==> src/rtl/demux_logic_router.sv <==
// Bitwise logic unit feeding a 2-entry result FIFO that routes each result to one of NCH channels.
// Optional macro DEMUX_LOGIC_ROUTER_PARITY_EN adds out_parity, stored per entry at push time.
module demux_logic_router #(
  parameter int unsigned WIDTH  = 8,
  parameter int unsigned NCH    = 4,
  parameter int unsigned DEST_W = 2
) (
  input  logic              clk,
  input  logic              rst_n,
  input  logic              in_valid,
  output logic              in_ready,
  input  logic [WIDTH-1:0]  in_a,
  input  logic [WIDTH-1:0]  in_b,
  input  logic [2:0]        in_op,
  input  logic [DEST_W-1:0] in_dest,
  output logic [NCH-1:0]    out_valid,
  input  logic [NCH-1:0]    out_ready,
  output logic [WIDTH-1:0]  out_data,
  output logic [7:0]        drop_cnt
`ifdef DEMUX_LOGIC_ROUTER_PARITY_EN
  ,
  output logic              out_parity
`endif
);

  localparam int unsigned CNT_W = 2;
  localparam logic [CNT_W-1:0] CNT_FULL = 2'd2;
  localparam logic [7:0] DROP_MAX = 8'hFF;

  logic [WIDTH-1:0]  r_data [2];
  logic [DEST_W-1:0] r_dest [2];
  logic              r_wr_ptr;
  logic              r_rd_ptr;
  logic [CNT_W-1:0]  r_count;
  logic              r_in_ready;
  logic [NCH-1:0]    r_out_valid;
  logic [WIDTH-1:0]  r_out_data;
  logic [7:0]        r_drop_cnt;

  logic [WIDTH-1:0]  w_result;
  logic              w_dest_ok;
  logic              w_accept;
  logic              w_push;
  logic              w_drop;
  logic              w_pop;
  logic [CNT_W-1:0]  w_count_nxt;
  logic              w_wr_ptr_nxt;
  logic              w_rd_ptr_nxt;
  logic [DEST_W-1:0] w_head_dest_nxt;
  logic [WIDTH-1:0]  w_head_data_nxt;
  logic [NCH-1:0]    w_out_valid_nxt;
  logic [WIDTH-1:0]  w_out_data_nxt;

`ifdef DEMUX_LOGIC_ROUTER_PARITY_EN
  logic r_par [2];
  logic r_out_parity;
  logic w_head_par_nxt;
  logic w_out_par_nxt;
`endif

  // Destination range check collapses to constant-true when every code is a real channel.
  generate
    if (NCH < (1 << DEST_W)) begin : g_dest_chk
      assign w_dest_ok = (in_dest < DEST_W'(NCH));
    end else begin : g_dest_all
      assign w_dest_ok = 1'b1;
    end
  endgenerate

  // Function unit
  always_comb begin
    w_result = '0;
    case (in_op)
      3'd0: w_result = ~in_a;
      3'd1: w_result = in_a;
      3'd2: w_result = in_a & in_b;
      3'd3: w_result = in_a | in_b;
      3'd4: w_result = ~(in_a & in_b);
      3'd5: w_result = ~(in_a | in_b);
      3'd6: w_result = in_a ^ in_b;
      3'd7: w_result = ~(in_a ^ in_b);
      default: w_result = '0;
    endcase
  end

  // Handshake decode and next head; outputs are registered from the post-edge FIFO view.
  always_comb begin
    w_accept     = in_valid & r_in_ready;
    w_push       = w_accept & w_dest_ok;
    w_drop       = w_accept & ~w_dest_ok;
    w_pop        = |(r_out_valid & out_ready);
    w_count_nxt  = r_count + CNT_W'(w_push) - CNT_W'(w_pop);
    w_wr_ptr_nxt = r_wr_ptr ^ w_push;
    w_rd_ptr_nxt = r_rd_ptr ^ w_pop;

    w_head_dest_nxt = r_dest[w_rd_ptr_nxt];
    w_head_data_nxt = r_data[w_rd_ptr_nxt];
`ifdef DEMUX_LOGIC_ROUTER_PARITY_EN
    w_head_par_nxt  = r_par[w_rd_ptr_nxt];
`endif
    if (w_push && (r_wr_ptr == w_rd_ptr_nxt)) begin
      w_head_dest_nxt = in_dest;
      w_head_data_nxt = w_result;
`ifdef DEMUX_LOGIC_ROUTER_PARITY_EN
      w_head_par_nxt  = ^w_result;
`endif
    end

    w_out_valid_nxt = '0;
    w_out_data_nxt  = '0;
`ifdef DEMUX_LOGIC_ROUTER_PARITY_EN
    w_out_par_nxt   = 1'b0;
`endif
    if (w_count_nxt != '0) begin
      w_out_valid_nxt = NCH'(1) << w_head_dest_nxt;
      w_out_data_nxt  = w_head_data_nxt;
`ifdef DEMUX_LOGIC_ROUTER_PARITY_EN
      w_out_par_nxt   = w_head_par_nxt;
`endif
    end
  end

  always_ff @(posedge clk or negedge rst_n) begin
    if (!rst_n) begin
      for (int i = 0; i < 2; i++) begin
        r_data[i] <= '0;
        r_dest[i] <= '0;
`ifdef DEMUX_LOGIC_ROUTER_PARITY_EN
        r_par[i]  <= 1'b0;
`endif
      end
      r_wr_ptr    <= 1'b0;
      r_rd_ptr    <= 1'b0;
      r_count     <= '0;
      r_in_ready  <= 1'b1;
      r_out_valid <= '0;
      r_out_data  <= '0;
      r_drop_cnt  <= '0;
`ifdef DEMUX_LOGIC_ROUTER_PARITY_EN
      r_out_parity <= 1'b0;
`endif
    end else begin
      if (w_push) begin
        r_data[r_wr_ptr] <= w_result;
        r_dest[r_wr_ptr] <= in_dest;
`ifdef DEMUX_LOGIC_ROUTER_PARITY_EN
        r_par[r_wr_ptr]  <= ^w_result;
`endif
      end
      r_wr_ptr    <= w_wr_ptr_nxt;
      r_rd_ptr    <= w_rd_ptr_nxt;
      r_count     <= w_count_nxt;
      r_in_ready  <= (w_count_nxt != CNT_FULL);
      r_out_valid <= w_out_valid_nxt;
      r_out_data  <= w_out_data_nxt;
      if (w_drop && (r_drop_cnt != DROP_MAX)) begin
        r_drop_cnt <= r_drop_cnt + 8'd1;
      end
`ifdef DEMUX_LOGIC_ROUTER_PARITY_EN
      r_out_parity <= w_out_par_nxt;
`endif
    end
  end

  assign in_ready  = r_in_ready;
  assign out_valid = r_out_valid;
  assign out_data  = r_out_data;
  assign drop_cnt  = r_drop_cnt;
`ifdef DEMUX_LOGIC_ROUTER_PARITY_EN
  assign out_parity = r_out_parity;
`endif

endmodule

==> config.mk <==
export PLATFORM = sky130hd
export DESIGN_NAME = demux_logic_router
export DESIGN_NICKNAME = d
export VERILOG_FILES = /design/src/rtl/demux_logic_router.sv
export SDC_FILE = /design/constraint.sdc
export NUM_CORES = 1
export LEC_CHECK = 0
export ABC_AREA = 1
export CORE_ASPECT_RATIO = 2
export CORE_MARGIN = 2
export CORE_UTILIZATION = 44
export DETAILED_ROUTE_END_ITERATION = 8
export PLACE_DENSITY = 0.69
export SYNTH_ARGS = -nofsm -noshare
export SYNTH_HDL_FRONTEND = slang
export SYNTH_SLANG_ARGS = --single-unit
==> constraint.sdc <==
create_clock -name clk -period 1.92 [get_ports clk]
set_input_delay 0.288 -clock clk [delete_from_list [all_inputs] [get_ports clk]]
set_output_delay 0.288 -clock clk [all_outputs]
set_load 0.005 [all_outputs]
==> results.md, run 1 <==
* Reg2reg path depth at 12
* Design Power at 5.14 mW
* Synth Flop Type: dfrtp_1
* Most frequent cells in the layout: nand2_1, inv_1, nor2_1, clkdlybuf4s50_1, dfrtp_1
* Hold buffers post-CTS at 0
* Crit path buffers/inverters at 2
* Slew Limit Fails at 0
* Total track usage at 19.3%
* Switch share at approximately two fifths
* Total grt overflow at 0
* Core Region at 0.00576 mm^2
* Vias at roughly 2500
* H-tree levels at 2
* Leakage at roughly 1.9 nW
* Fin worst setup slack at -86.8 ps
* IO Pins at between 40 and 50
* Synth warn at 0
* DP Wirelength at 4470 um
* Hold Vio Cnt, Final at 0
* DIE AREA at roughly 0.0066 mm^2
* Cell Pwr Density at between 1000 and 1500 mW/mm^2
* Register area share after synthesis at 35.3%
* Worst Skew at between 7 and 8 ps
* Type of origin of the critical path: flop
* RSZ-0062 raised after global routing: true
* Clk pwr share at around 17%
* Status: finished with violations
* Number of synthesized register bits at 37
* Synth Instances at between 300 and 400
* Final net count at 490
* WS Path Type: reg2reg
* R2r startpoint: out_valid[0]
* Yosys cell types at 27
* Drt pass-1 iters at 8
* Largest net degree at the start of global routing at 38
* Residual DRC count at 3
* Die width at around 59 um
* Largest delay share family, worst path: simple AND/OR/NAND/NOR gates
* CTS tree: built
* Worst EP arrival at between 2000 and 2500 ps
* First-pass GRT wire length at a little under 10000 um
* Class of the worst hold path: in2async
* Gate power share at roughly 56%
* Final ANT Viol Nets at 0
* Clock Sinks at 37
* Number of antenna violations at the first check in global routing at 0
* # diodes at 0
* Worst-path cell chain: nand2_1, nand2_2, nor2_4, inv_2, ha_4, inv_2, ha_4, xor2_2, xnor2_2, nand2_2, nand3_2, nor2_1
* Worst reg2reg setup slack at -90 ps
* Routed WL at 5740 um
* CTS clk-pin slew, worst paths at roughly 50 ps
* Worst-margin pin slew at 600 ps
* Failing checks: design-rule violations, negative setup slack
* Clock Root Buffer: clkbuf_16
* Share of cells above drive strength 1 at 15.6%
* Routability cong. at ~0.81
* Synth Cell Area at ~0.0026 mm^2
* Drt initial violations at 58
* Worst EP required at 2100 ps
* Slowest-stage cell, CP: dfrtp_1
* Ys async rst share at 100%
* Peak VDD IR at about 0.52 mV
* Worst setup EP type: flop
* Commonest non-fill, non-tap cell in the layout: nand2_1
* Fin crit share at 105%
* Initial Util at a little under half
* Input/output buffers at 40
* Syn avg cell area at roughly 7 um^2
* Cell Rows at 39
* Internal Power at about 3.1 mW
* Number of max-cap violations at 0
* Final min period at around 2000 ps
* Layout area overhead at 33.4%
* P_sw at a little over 2 mW
* Clk_lat worst skew at around 290 ps
* Wirelength per Cell at about 11 um
* Slew margin rel. at between 50% and 60%
* Max incr delay on CP at slightly below 400 ps
* Die height at roughly 110 um
* Setup Viol. Count Final at 12
* Reg power frac at between 20% and 30%
* Number of flops mapped to enable cells by yosys at 0
* Vias per Instance at approximately 4.9
* Num CTS Buffers at 5
* R2r endpoint: out_valid[0]
* Setup TNS at -505 ps
* Max clock buf depth at 2
* CP Max Fanout at 5
* Fmax at ~500 MHz
* Number of global-route vias before repair at 2444
## worst reg2reg max path, cell delays in order, from the launching register on
cell and delay, ps:
dfrtp_1 390, nand2_1 80, nand2_2 80, nor2_4 120, inv_2 50, ha_4 250, inv_2 40, ha_4 150
xor2_2 150, xnor2_2 230, nand2_2 190, nand3_2 120, nor2_1 50
## cell families after synthesis
family,synth area share [%]
AOI/OAI and AO/OA,8.52
xor gates and xnor gates,0.666
adders and majority gates,9.52
buffers and inverters,15.1
DFF,35.3
other,0.143
and+or+nand+nor,30.7
## cell type report
cell class	instances	area (um^2)
multi-input cells	252	1380
well taps	61	76.3
inverters	72	270
clock buffers	7	153
fillers	530	2250
clock inverters	1	5.00
flip-flops and latches	37	927
repair buffers	74	696
## per-stage QoR
step	util [%]	setup slack, ps	area [um^2]	hold WS, ps	instances
floorplan	-	16.1	2660	-7.59	377
global placement	56.6	-405	3260	487	490
detailed placement	56.6	-437	3260	499	490
CTS	59.9	-81.2	3450	432	500
global route	60.9	-161	3510	488	504
finish	60.9	-86.8	3510	415	504
## synth_stat cells (3+ instances only)
| library cell | instances | share of area (%) |
|---|---|---|
| ha_1 | 20 | 9.5 |
| nand4_1 | 8 | 1.9 |
| clkbuf_1 | 4 | 0.57 |
| nor2_1 | 36 | 5.1 |
| inv_1 | 71 | 10 |
| nand2_1 | 93 | 13 |
| o21ai_1 | 9 | 1.7 |
| o21ai_0 | 24 | 4.6 |
| nor3_2 | 3 | 1.1 |
| buf_4 | 8 | 2.3 |
| buf_6 | 3 | 1.3 |
| nand3_2 | 4 | 1.5 |
| nand3_1 | 25 | 4.8 |
| o22ai_1 | 8 | 1.9 |
| nand2_2 | 7 | 1.7 |
| dfrtp_1 | 36 | 34 |
## worst max path at each step
stage	from	to	slack [ps]	depth (start not counted)
global placement	out_ready[3]	out_valid[0]	-400	13
floorplan	out_valid[3]	out_valid[0]	20	12
detailed placement	out_ready[3]	out_valid[0]	-440	13
finish	out_valid[0]	out_valid[0]	-90	12
global route	out_valid[2]	out_valid[1]	-160	12
CTS	out_valid[3]	out_valid[3]	-80	12
## metal layers
metal	vias to the layer above	share of wire (%)	global-route usage, %
li1	1273	-	-
met1	1134	36	16.7
met2	50	58	38.5
met3	13	3.0	2.97
met4	0	3.1	11.1
met5	-	0	0
## power groups by stage
stage	registers (mW)	logic (mW)	clock network (mW)
2_1_floorplan	1.37	1.70	0
3_3_place_gp	1.40	2.54	0
3_5_place_dp	1.40	2.62	0
4_1_cts	1.39	2.77	0.873
5_1_grt	1.43	3.25	0.901
6_report	1.39	2.90	0.849
## state kept, by name (all words and copies together) (netlist names)
signal,flops
in_ready,1
out_data,8
out_valid,4
r_count,2
r_data,16
r_dest,4
r_rd_ptr,1
r_wr_ptr,1
## what timing repair did
action | 4_1_cts | 5_1_grt
resized for setup | 6 | 6
endpoints found under the hold margin | 0 | 0
endpoints found under the setup margin | 12 | 12
setup buffers | 1 | 4
gates cloned | 1 | 0
pin swaps | 16 | 12
No activity file was read; power rests on OpenSTA's default activity.
==> run 2, diff against run 1 <==
Settings changed: ABC_AREA 1 to not set, PLACE_DENSITY 0.69 to 0.68.
==> results.md, run 2 <==
* Status: finished with violations
* Failing checks: negative setup slack
* Cell Pwr Density at 1440 mW/mm^2 (-1.4%)
* Commonest non-fill, non-tap cell in the layout: buf_4
* Crit path buffers/inverters at 1 (-1)
* Syn avg cell area at 8.92 um^2 (+26%)
* CTS tree: built
* Final min period at 2020 ps (+17.6 ps)
* Hold Vio Cnt, Final at 0 (unchanged)
* Worst setup EP type: flop
* Wirelength per Cell at 14.2 um (+24%)
* Slowest-stage cell, CP: dfrtp_1
* Number of flops mapped to enable cells by yosys at 0 (unchanged)
* Number of antenna violations at the first check in global routing at 0 (unchanged)
* H-tree levels at 2 (unchanged)
* Initial Util at 45.4% (-0.22 points)
* Vias at 2450 (-0.81%)
* CP Max Fanout at 6 (+1)
* Synth cell count leaders: dfrtp_1, a21oi_1, inv_1, nor2_1, ha_1
* Biggest register: r_data
* Fill count at 520 (-1.9%)
* Routability cong. at 0.857 (+5.1%)
* Layout area overhead at 38.9%
* Die height at 115 um (+1.8%)
* Clock Root Buffer: clkbuf_16
* Placed Instances at 434 (-11%)
* Hold buffers post-CTS at 0 (unchanged)
* Clk_lat worst skew at 290 ps (about the same)
* Most frequent cells in the layout: buf_4, clkdlybuf4s50_1, dfrtp_1
* Fin crit share at 105% (+0.92 points)
* Cell mode on critical path: xnor2_2
* Number of max-cap violations at 0 (unchanged)
* Clock Sinks at 37 (unchanged)
* Max clock buf depth at 2 (unchanged)
* WS Path Type: reg2reg
* Residual DRC count at 0 (-3)
* Peak VDD IR at 0.577 mV (+11%)
* Setup Viol. Count Final at 12 (unchanged)
* Routed WL at 6290 um (+9.5%)
* Synth Instances at 306 (-17%)
* Fmax at 494 MHz (-0.87%)
* Drt initial violations at 58 (unchanged)
* Max reg flops at 16 (unchanged)
* CTS clk-pin slew, worst paths at 60 ps (about the same)
* Final net count at 428 (-13%)
* Worst-path cell chain: a22oi_2, nand2_1, ha_1, inv_1, ha_2, xnor2_2, xnor2_2, or2_4, o211a_1
* Slew Limit Fails at 0 (unchanged)
* DIE AREA at 0.00689 mm^2 (+3.6%)
* Fin worst setup slack at -104 ps (-17.6 ps)
* Max incr delay on CP at 390 ps (about the same)
* # diodes at 0 (unchanged)
* Biggest area consumer among synthesized cells: dfrtp_1
* Cell Rows at 40 (+2.6%)
* Class of the worst hold path: in2async
* Share of cells above drive strength 1 at 23.6% (+8.0 points)
* Top-count cell post-synth: dfrtp_1
* Yosys cell types at 46 (+70%)
* Register Area at 927 um^2 (unchanged)
* Post-Route Utilization at 63.1% (+2.2 points)
* Type of origin of the critical path: flop
* First-pass GRT wire length at 10500 um (+6.3%)
* Largest net degree at the start of global routing at 38 (unchanged)
* Vias per Instance at 5.52 (+13%)
* Synth Flop Type: dfrtp_1
* DP Wirelength at 4680 um (+4.7%)
* Register area share after synthesis at 34.0% (-1.3 points)
* Largest delay share family, worst path: adder cells
* Worst EP required at 2090 ps (about the same)
* Non-filler cells, final at 444 (-12%)
* IO Pins at 49 (unchanged)
* Number of global-route vias before repair at 2447 (+0.12%)
* Worst EP arrival at 2190 ps (about the same)
* Input/output buffers at 40 (unchanged)
* Die width at 59.7 um (+1.8%)
* Total track usage at 19.9% (+0.58 points)
* Worst Skew at 5.67 ps (-1.50 ps)
* Ys async rst share at 100% (unchanged)
* Number of synthesized register bits at 37 (unchanged)
* Setup TNS at -956 ps (-451 ps)
* Synth area leaders: dfrtp_1, ha_1, a21oi_1
* Num CTS Buffers at 5 (unchanged)
* Synth warn at 0 (unchanged)
* Drt pass-1 iters at 4 (-4)
* Final ANT Viol Nets at 0 (unchanged)
* Total grt overflow at 0 (unchanged)
* Core Region at 0.00601 mm^2 (+4.3%)
* RSZ-0062 raised after global routing: true
* Top-area cell type share of the netlist area at 33.0% (-1.3 points)
* Leakage at 1.79 nW (-3.4%)
* Synth Cell Area at 0.00273 mm^2 (+3.8%)
* Multi-input logic area at 0.00167 mm^2 (+21%)
-- run 2: changes by cell type after synthesis, sizes merged, moves of 7 or more --
cell / previous run / this run
o21ai: 34 / 9
nand3: 29 / 7
a211oi: 0 / 8
nor2: 37 / 21
nand2: 100 / 9
nand4: 8 / 0
clkbuf: 5 / 12
a21oi: 0 / 31
o22ai: 8 / 0
inv: 72 / 30
nand2b: 0 / 9
nor2b: 0 / 17
-- run 2: cell type report --
type                            instances  area share (%)
Clock inverter                          3            1.72
Timing Repair Buffer                   87            21.5
Multi-Input combinational cell        219            44.0
Inverter                               30            2.97
Sequential cell                        37            24.5
Tap cell                               63            2.08
Clock buffer                            5            3.30
-- run 2: final timing paths --
path	start	endpoint	slack, ps	cells after the start
max in group asynchronous	rst_n	in_ready	1140	2
min	rst_n	r_data[7]	430	2
max	out_valid[2]	out_data[6]	-100	9
max reg2reg	out_valid[2]	out_data[6]	-100	9
min reg2reg	r_data[13]	r_data[13]	520	2
min in group clk	r_data[13]	r_data[13]	520	2
-- run 2: power breakdown --
group	switching (mW)	internal (mW)
Sequential	0.204	1.20
Combinational	1.39	1.62
Clock	0.314	0.741
Total	1.91	3.56
-- run 2: stage by stage --
step,setup WS (ps),hold WS [ps],cell area (um^2),power [mW]
3_5_place_dp,-529,517,3460,4.17
2_1_floorplan,-73.7,-7.59,2770,3.18
6_report,-104,434,3790,5.47
5_1_grt,-209,491,3790,5.88
3_3_place_gp,-447,505,3460,4.09
4_1_cts,-89.7,447,3720,5.49
-- run 2: cells by family (layout without fill, tap and decap cells) --
kind of cell	Yosys count	in the layout	synth area share (%)
buffers and inverters	58	125	10.1
flip-flops	37	37	34.0
XOR/XNOR	2	2	0.642
adder cells (fa/ha/maj)	20	20	9.17
AND/OR/NAND/NOR	81	82	16.6
other	1	8	0.137
multiplexers	6	6	3.21
AO/OA/AOI/OAI	101	101	26.2
-- run 2: timing repair --
item                                   in CTS  in global routing
pin swaps                                   4                  0
setup endpoints to repair                  13                 21
endpoints found under the hold margin       0                  0
gates resized for setup                    15                  8
buffers inserted                            0                  0
gates cloned                                1                  1
-- run 2: per-layer routing --
metal / wire length (um) / GRT usage (%)
met1: 2270 / 20.5
met2: 3690 / 37.5
met3: 216 / 2.81
met4: 112 / 8.89
met5: 0 / 0
